`config.mk`:
```
export PLATFORM = sky130hd
export DESIGN_NAME = bcd_display_scanner_flat
export DESIGN_NICKNAME = d
export VERILOG_FILES = /design/src/rtl/bcd_display_scanner_if.sv /design/src/rtl/bcd_display_scanner.sv /design/src/flat_wrapper.sv
export SDC_FILE = /design/constraint.sdc
export NUM_CORES = 1
export LEC_CHECK = 0
export ABC_CLOCK_PERIOD_IN_PS = 3050
export BUFFER_PORTS_ARGS = -buffer_cell sky130_fd_sc_hd__clkbuf_2
export CAP_MARGIN = 20
export CELL_PAD_IN_SITES_DETAIL_PLACEMENT = 0
export CELL_PAD_IN_SITES_GLOBAL_PLACEMENT = 1
export CORE_MARGIN = 10
export CORE_UTILIZATION = 43
export CTS_BUF_LIST = sky130_fd_sc_hd__clkbuf_8
export CTS_CLUSTER_SIZE = 24
export DETAILED_ROUTE_END_ITERATION = 10
export PLACE_DENSITY_LB_ADDON = 0.1
export SYNTH_ARGS = -nofsm -noshare
export SYNTH_HDL_FRONTEND = slang
export SYNTH_SLANG_ARGS = --single-unit
```
`constraint.sdc`:
```
create_clock -name clk -period 3.05 [get_ports clk]
set_clock_uncertainty 0.2 [all_clocks]
set_input_delay 0.305 -clock clk [delete_from_list [all_inputs] [get_ports clk]]
set_output_delay 0.305 -clock clk [all_outputs]
set_load 0.01 [all_outputs]
```
`src/rtl/bcd_display_scanner_if.sv`:
```
// Digit/segment bundle between a BCD counter chain and the display scanner.
// The master drives the count and controls; the slave returns the display lines.
interface bcd_display_scanner_if #(
    parameter int NUM_DIGITS = 4
);
    logic                    en;
    logic                    blank_lz;
    logic [4*NUM_DIGITS-1:0] bcd_in;
    logic [NUM_DIGITS-1:0]   an;
    logic [6:0]              seg;
    logic                    frame_done;

    modport master (
        output en, blank_lz, bcd_in,
        input  an, seg, frame_done
    );

    modport slave (
        input  en, blank_lz, bcd_in,
        output an, seg, frame_done
    );
endinterface

```
`src/rtl/bcd_display_scanner.sv`:
```
// Time-multiplexes a packed BCD count onto one common 7-segment display, LSD first,
// with a per-frame snapshot, optional leading-zero blanking and a dash for non-BCD digits.
//
// state | meaning
// IDLE  | display dark, waiting for en
// SCAN  | cycling digits, each held REFRESH_DIV clocks
module bcd_display_scanner #(
    parameter int NUM_DIGITS  = 4,
    parameter int REFRESH_DIV = 4
) (
    input  logic                       clk,
    input  logic                       rst,
    bcd_display_scanner_if.slave       bus
);
    localparam int DIG_W = $clog2(NUM_DIGITS);
    localparam int DIV_W = $clog2(REFRESH_DIV);
    localparam logic [DIG_W-1:0] LAST_DIG = DIG_W'(NUM_DIGITS - 1);
    localparam logic [DIV_W-1:0] LAST_DIV = DIV_W'(REFRESH_DIV - 1);

    typedef enum logic {IDLE, SCAN} state_t;

    state_t                  state_q, state_d;
    logic [DIV_W-1:0]        div_cnt;
    logic [DIG_W-1:0]        dig;
    logic [4*NUM_DIGITS-1:0] snap;
    logic                    frame_done_q;

    logic                    tick;
    logic                    wrap;
    logic [3:0]              cur_digit;
    logic [NUM_DIGITS-1:0]   lz_blank;
    logic                    zero_above;
    logic                    cur_blank;
    logic [NUM_DIGITS-1:0]   an_c;
    logic [6:0]              seg_c;

    function automatic logic [6:0] decode(input logic [3:0] d);
        case (d)
            4'd0:    decode = 7'h3F;
            4'd1:    decode = 7'h06;
            4'd2:    decode = 7'h5B;
            4'd3:    decode = 7'h4F;
            4'd4:    decode = 7'h66;
            4'd5:    decode = 7'h6D;
            4'd6:    decode = 7'h7D;
            4'd7:    decode = 7'h07;
            4'd8:    decode = 7'h7F;
            4'd9:    decode = 7'h6F;
            default: decode = 7'h40;
        endcase
    endfunction

    assign tick = (div_cnt == LAST_DIV);
    assign wrap = tick && (dig == LAST_DIG);

    always_ff @(posedge clk or posedge rst) begin
        if (rst) state_q <= IDLE;
        else     state_q <= state_d;
    end

    always_comb begin
        state_d = state_q;
        case (state_q)
            IDLE:    if (bus.en)  state_d = SCAN;
            SCAN:    if (!bus.en) state_d = IDLE;
            default: state_d = IDLE;
        endcase
    end

    // Prescaler, digit pointer, snapshot and frame marker; en=0 overrides tick and wrap.
    always_ff @(posedge clk or posedge rst) begin
        if (rst) begin
            div_cnt      <= '0;
            dig          <= '0;
            snap         <= '0;
            frame_done_q <= 1'b0;
        end else begin
            frame_done_q <= 1'b0;
            case (state_q)
                IDLE: begin
                    div_cnt <= '0;
                    dig     <= '0;
                    if (bus.en) snap <= bus.bcd_in;
                end
                SCAN: begin
                    if (!bus.en) begin
                        div_cnt <= '0;
                        dig     <= '0;
                    end else if (tick) begin
                        div_cnt <= '0;
                        if (wrap) begin
                            dig          <= '0;
                            snap         <= bus.bcd_in;
                            frame_done_q <= 1'b1;
                        end else begin
                            dig <= dig + DIG_W'(1);
                        end
                    end else begin
                        div_cnt <= div_cnt + DIV_W'(1);
                    end
                end
                default: begin
                    div_cnt <= '0;
                    dig     <= '0;
                end
            endcase
        end
    end

    // lz_blank[i] is set when snapshot digits i..MSD are all zero.
    always_comb begin
        zero_above = 1'b1;
        lz_blank   = '0;
        for (int i = NUM_DIGITS - 1; i >= 0; i--) begin
            zero_above  = zero_above && (snap[4*i +: 4] == 4'd0);
            lz_blank[i] = zero_above;
        end
    end

    always_comb begin
        cur_digit = 4'd0;
        cur_blank = 1'b0;
        for (int i = 0; i < NUM_DIGITS; i++) begin
            if (dig == DIG_W'(i)) begin
                cur_digit = snap[4*i +: 4];
                cur_blank = (i != 0) && lz_blank[i];
            end
        end
    end

    always_comb begin
        an_c  = '0;
        seg_c = '0;
        case (state_q)
            SCAN: begin
                an_c  = NUM_DIGITS'(1) << dig;
                seg_c = (bus.blank_lz && cur_blank) ? 7'h00 : decode(cur_digit);
            end
            default: begin
                an_c  = '0;
                seg_c = '0;
            end
        endcase
    end

    assign bus.an         = an_c;
    assign bus.seg        = seg_c;
    assign bus.frame_done = frame_done_q;

endmodule

```
`src/flat_wrapper.sv`:
```
// flat-port wrapper written by rule: the top's interface ports become plain ports
module bcd_display_scanner_flat 
#(
    parameter int NUM_DIGITS  = 4,
    parameter int REFRESH_DIV = 4
)
  (clk, rst, bus_en, bus_blank_lz, bus_bcd_in, bus_an, bus_seg, bus_frame_done);
  bcd_display_scanner_if #(.NUM_DIGITS(NUM_DIGITS)) bus_i ();
  input  logic clk;
  input  logic rst;
  input wire logic [$bits(bus_i.en)-1:0] bus_en;
  input wire logic [$bits(bus_i.blank_lz)-1:0] bus_blank_lz;
  input wire logic [$bits(bus_i.bcd_in)-1:0] bus_bcd_in;
  output wire logic [$bits(bus_i.an)-1:0] bus_an;
  output wire logic [$bits(bus_i.seg)-1:0] bus_seg;
  output wire logic [$bits(bus_i.frame_done)-1:0] bus_frame_done;
  assign bus_i.en = bus_en;
  assign bus_i.blank_lz = bus_blank_lz;
  assign bus_i.bcd_in = bus_bcd_in;
  assign bus_an = bus_i.an;
  assign bus_seg = bus_i.seg;
  assign bus_frame_done = bus_i.frame_done;
  bcd_display_scanner #(.NUM_DIGITS(NUM_DIGITS), .REFRESH_DIV(REFRESH_DIV)) u_core (.clk(clk), .rst(rst), .bus(bus_i));
endmodule
```
* After elaboration in Yosys (flattened, before gate mapping)
Memories as Yosys holds them, arrays and structs flattened.
Cells that the tools add are included.
** Storage, ports and cells
- Flip-flop bits (word level) :: 22
- Latch bits :: 0
- RAM bits :: 0
- Bits in read-only memories :: 112
- Input bits :: 20
- Output and inout port bits :: 12
- Word-level logic and storage cells :: 55
- Memories kept :: 1
** Memories
- (no name shown) :: depth 16, width 7, rd ports 1, clocked after memory_dff 0, write ports 0, line bcd_display_scanner.sv:38 : case (d)
** Cells by class
- Add/sub/neg operators :: 2
- Multiply operators :: 0
- Divide/modulo/power cells :: 0
- $lt $le $gt $ge :: 0
- Equal/unequal tests :: 9
- Shifts and indexed selects :: 1
- Multiplexer cells :: 27
- Bitwise logic cells :: 1
- Reductions and logical operators :: 9
** Operators with widths (count)
- $mux W16 :: 4
- $pmux W16 S2 :: 1
- $mux W4 :: 5
- $mux W7 :: 2
- $logic_not A4 Y1 :: 3
- $mux W2 :: 5
- $mux W1 :: 8
- $ne A2 B2 Y1 const B :: 4
- $pmux W2 S2 :: 2
- $eq A2 B2 Y1 const B :: 3
- $add A2 B1 Y2 const B :: 2
- $logic_and A1 B1 Y1 :: 4
- $reduce_and A4 Y1 :: 1
- $shl A1 B2 Y4 const A :: 1
- $ne A3 B3 Y1 const B :: 1
- $eq A2 B1 Y1 const B :: 1
- $logic_not A2 Y1 :: 1
- $not A1 Y1 :: 1

* Logic depth before layout (Yosys ltp)
- Word-level depth :: 9
- Mapped depth :: 10
- Mapped depth without buffers :: 9

* Least setup slack after synthesis
Ideal clock, no wire load.
- Path type :: reg2out
- Start :: reg u_core.dig[0]
- End :: out bus_seg[3]
- Arrival time :: 2.282 ns
- Data required time :: 2.545 ns
- Path slack :: 0.263 ns
- Stages on the path, launching flop included :: 9
- Path buffers :: 1
- Cell sequence :: dfrtp_1 > ha_1 > buf_4 > a211oi_1 > a221o_1 > inv_1 > ha_1 > or4_1 > o21ai_1
** On the way
- Longest elaborated chain between the ends :: 8
- Elaborated cells on any way between the ends :: 15
- Classes of those cells :: 3 x eq/ne; 9 x mux; 2 x reduce/logical; 1 x memory
** Ends and longest elaborated chain
- start: declaration :: line bcd_display_scanner.sv:24 : logic [DIG_W-1:0] dig;
- start signal: assignment :: line bcd_display_scanner.sv:96 : dig <= dig + DIG_W'(1);
- $logic_not A2 Y1 :: line bcd_display_scanner.sv:124 : if (dig == DIG_W'(i)) begin
- $mux W4 (4 in series) :: line bcd_display_scanner.sv:124
- $mem_v2 Z16 W7
- $mux W7 * :: line bcd_display_scanner.sv:137 : seg_c = (bus.blank_lz && cur_blank) ? 7'h00 : decode(cur_digit);
- $mux W7 * :: line bcd_display_scanner.sv:134 : case (state_q)
- end: declaration :: line flat_wrapper.sv:15 : output wire logic [$bits(bus_i.seg)-1:0] bus_seg;
Mark *: on every way between the ends. The rest lies on a longest branch, timed or not.

* Worst setup path in the final report
- Start :: reg u_core.dig[1]
- End :: out bus_seg[3]
The elaborated chain is that of the path after synthesis.

==> results.yml <==
logic_synthesis:
  synth_top_area_cell: "dfrtp_1"
  ys_seq_area_share_pct: 40.44
  yosysTopAreaCellShare_pct: 40.44
  avgSynthCellArea_um2: 10.89
  synth_cell_type_count: 38
  netlist_instances: 125
  synthFlopType: "dfrtp_1"
  syn_area_um2: 1361
  async_reset_ff_share_pct: 100.0
  yosys_warnings: 0
  synth_seq_cells: 22
  synth_nets: 155
  synth-edff-count: 0
  synth.area.top_cells: "dfrtp_1, ha_1, mux2_1"
drt:
  dr.pass1.iters: 4
  ant_nets: 0
  drt-total-wl_um: 3205
  drt_iter0_drc: 86
  via_count: 1114
  drc: 0
  routedWlPerCell_um: 15.19
  post_drt_via_cell_ratio: 5.280
layout:
  layout_commonest_cell: "clkbuf_2"
  fillCellCount: 287
  final_area_um2: 1793
  ff_latch_area_um2: 553.0
  multi_input_area_um2: 845.8
  layout_common_cells: "clkbuf_2, dfrtp_1, mux2_1"
  syn2layout_area_growth_pct: 31.71
  finish.utilization_pct: 58.73
  nNetsFinal: 198
  n_antenna_cell: 0
  drive_above_1_share_pct: 41.32
critical_path:
  cp.arrival_ns: 2.48
  cpPeakStageDelay_ns: 0.52
  worstPathBufferInverterCount: 3
  crit_top_cell: "ha_4"
  path_delay_family: "simple AND/OR/NAND/NOR gates"
  cp_max_fo: 6
  cp-start-kind: "register"
  path_class: "register to output pin"
  cp-end-kind: "output pin"
  crit_required_ns: 2.54
  crit_chain: "buf_6, ha_4, nor3b_4, a221o_1, inv_2, ha_4, or4_4, o21ai_2, buf_2"
  cp_slowest_cell: "or4_4"
sta:
  fin_ws_ns: 0.06141
  finalSetupTns_ns: 0
  slew_headroom_pct: 46.76
  min_period_over_period_pct: 97.99
  hold_violations: 0
  setup-violations-final: 0
  finalCriticalPeriod_ns: 2.989
  final_max_slew_viol_count: 0
  max_freq_mhz: 334.6
  worst_slew_pin_slew_ns: 0.7977
  rsz0062_at_grt: "true"
placement:
  routabilityCongestion: 0.7945
  place_ws_ns: 0.1337
  postPlaceCellArea_um2: 1559
  dp_hpwl_um: 2489
  io_buffers: 31
clocking:
  root_buffer: "clkbuf_8"
  clkTransAtPathRegs_ns: 0.08
  numClockSinks: 22
  cts_buffer_depth: 2
  cts_buffers: 3
  clkLatencyLatePin_ns: 0.26
  htreeDepth: 1
  cts_tree: "done"
floorplan:
  io_pins: 32
  dieArea_um2: 5816
  core-area_um2: 3053
  fp-row-count: 20
  initial_core_util_pct: 44.59
  die_h_um: 76.27
  die_w_um: 76.27
hold_path:
  hp-class: "input pin to register"
grt:
  grt_pass1_wl_um: 5464
  grt_start_max_net_pins: 23
  gr-usage-all-layers_pct: 11.28
  grt_pass1_vias: 1135
  grt_overflow: 0
  antenna_found_initial: 0
power:
  power_density_nw_per_um2: 422.6
  irDropWorstVdd_uv: 246.5
  p_leak_nw: 0.8329
  p_total_mw: 0.7577
status:
  status: "complete, no violations"
run:
  max_cap_violations: 0
-- per-stage QoR --
stage | hold slack [ns] | std cells
after global placement | 0.2208 | 198
after CTS | 0.04086 | 207
after detailed placement | 0.2324 | 198
final | 0.04364 | 211
after global routing | 0.03381 | 211
after floorplan | 0.09423 | 125
-- path summary, 6_finish.rpt --
check                      cells after the start  slack, ns                 to               from
setup / recovery                               9       0.06         bus_seg[3]      u_core.dig[1]
hold / removal                                 2       0.04    u_core.snap[10]     bus_bcd_in[10]
setup reg to reg                               6       0.84    u_core.snap[14]      u_core.dig[0]
hold reg to reg                                1       0.24  u_core.div_cnt[0]  u_core.div_cnt[0]
max in group asynchronous                      3       1.58      u_core.dig[0]                rst
min in group asynchronous                      3       0.52    u_core.snap[14]                rst
-- state kept, by name, indices dropped and copies added, names as in the netlist --
name                   count
u_core.state_q             1
u_core.div_cnt             2
u_core.bus.frame_done      1
u_core.snap               16
u_core.dig                 2
-- kinds of logic (layout without fill, tap and decap cells) --
family	Yosys count	count (layout)	synth area share, %
flip-flops	22	22	40.44
AND/OR/NAND/NOR	36	36	15.81
AO/OA/AOI/OAI	25	25	13.79
buffers and inverters	12	54	4.228
multiplexers	20	20	16.54
adder cells (fa/ha/maj)	10	10	9.191
-- routing by layer --
| metal | vias up | part of all wire, % | global-route usage, % | wire length (µm) |
|---|---|---|---|---|
| met4 | 0 | 1.7 | 5.390 | 55 |
| met2 | 24 | 48 | 18.11 | 1548 |
| met3 | 5 | 3.3 | 2.594 | 105 |
| met1 | 538 | 47 | 13.86 | 1496 |
| li1 | 547 | - | - | - |
| met5 | - | 0 | 0 | 0 |
-- cell usage after synthesis (2+ instances only) --
master and n:
o21ai_1 2, a211o_1 2, nor2_1 6, a221o_1 2, nor4_1 3, o211ai_1 2, inv_1 8, nor3b_1 4
ha_1 10, and3_1 2, nand2_1 6, and2_1 4, a21oi_1 3, mux2i_1 3, dfrtp_1 22, mux2_1 10
nand3b_1 3, a211oi_1 3, mux2_2 6, o22ai_1 3, nand3_1 3, nor2b_1 2
-- area by class of cell --
type | instances | share of cell area [%]
inverters | 8 | 1.814
clock buffers | 4 | 3.070
multi-input cells | 91 | 47.17
flip-flops and latches | 22 | 30.84
repair buffers | 42 | 14.03
well taps | 44 | 3.070
-- power breakdown --
| part | leakage [nW] | total (mW) | switching [mW] | internal (mW) |
|---|---|---|---|---|
| combinational | 0.539 | 0.193 | 0.0936 | 0.0992 |
| clock | 0.0288 | 0.209 | 0.0940 | 0.115 |
| sequential | 0.265 | 0.356 | 0.0308 | 0.325 |
-- what timing repair did --
| action | in CTS | in global routing |
|---|---|---|
| setup endpoints to repair | 2 | 3 |
| buffers inserted | 3 | 4 |
| hold buffers | 2 | 0 |
| endpoints found under the hold margin | 23 | 0 |
| resized for setup | 11 | 13 |
| pin swaps | 2 | 6 |
Power figures use the tool's default switching activity.
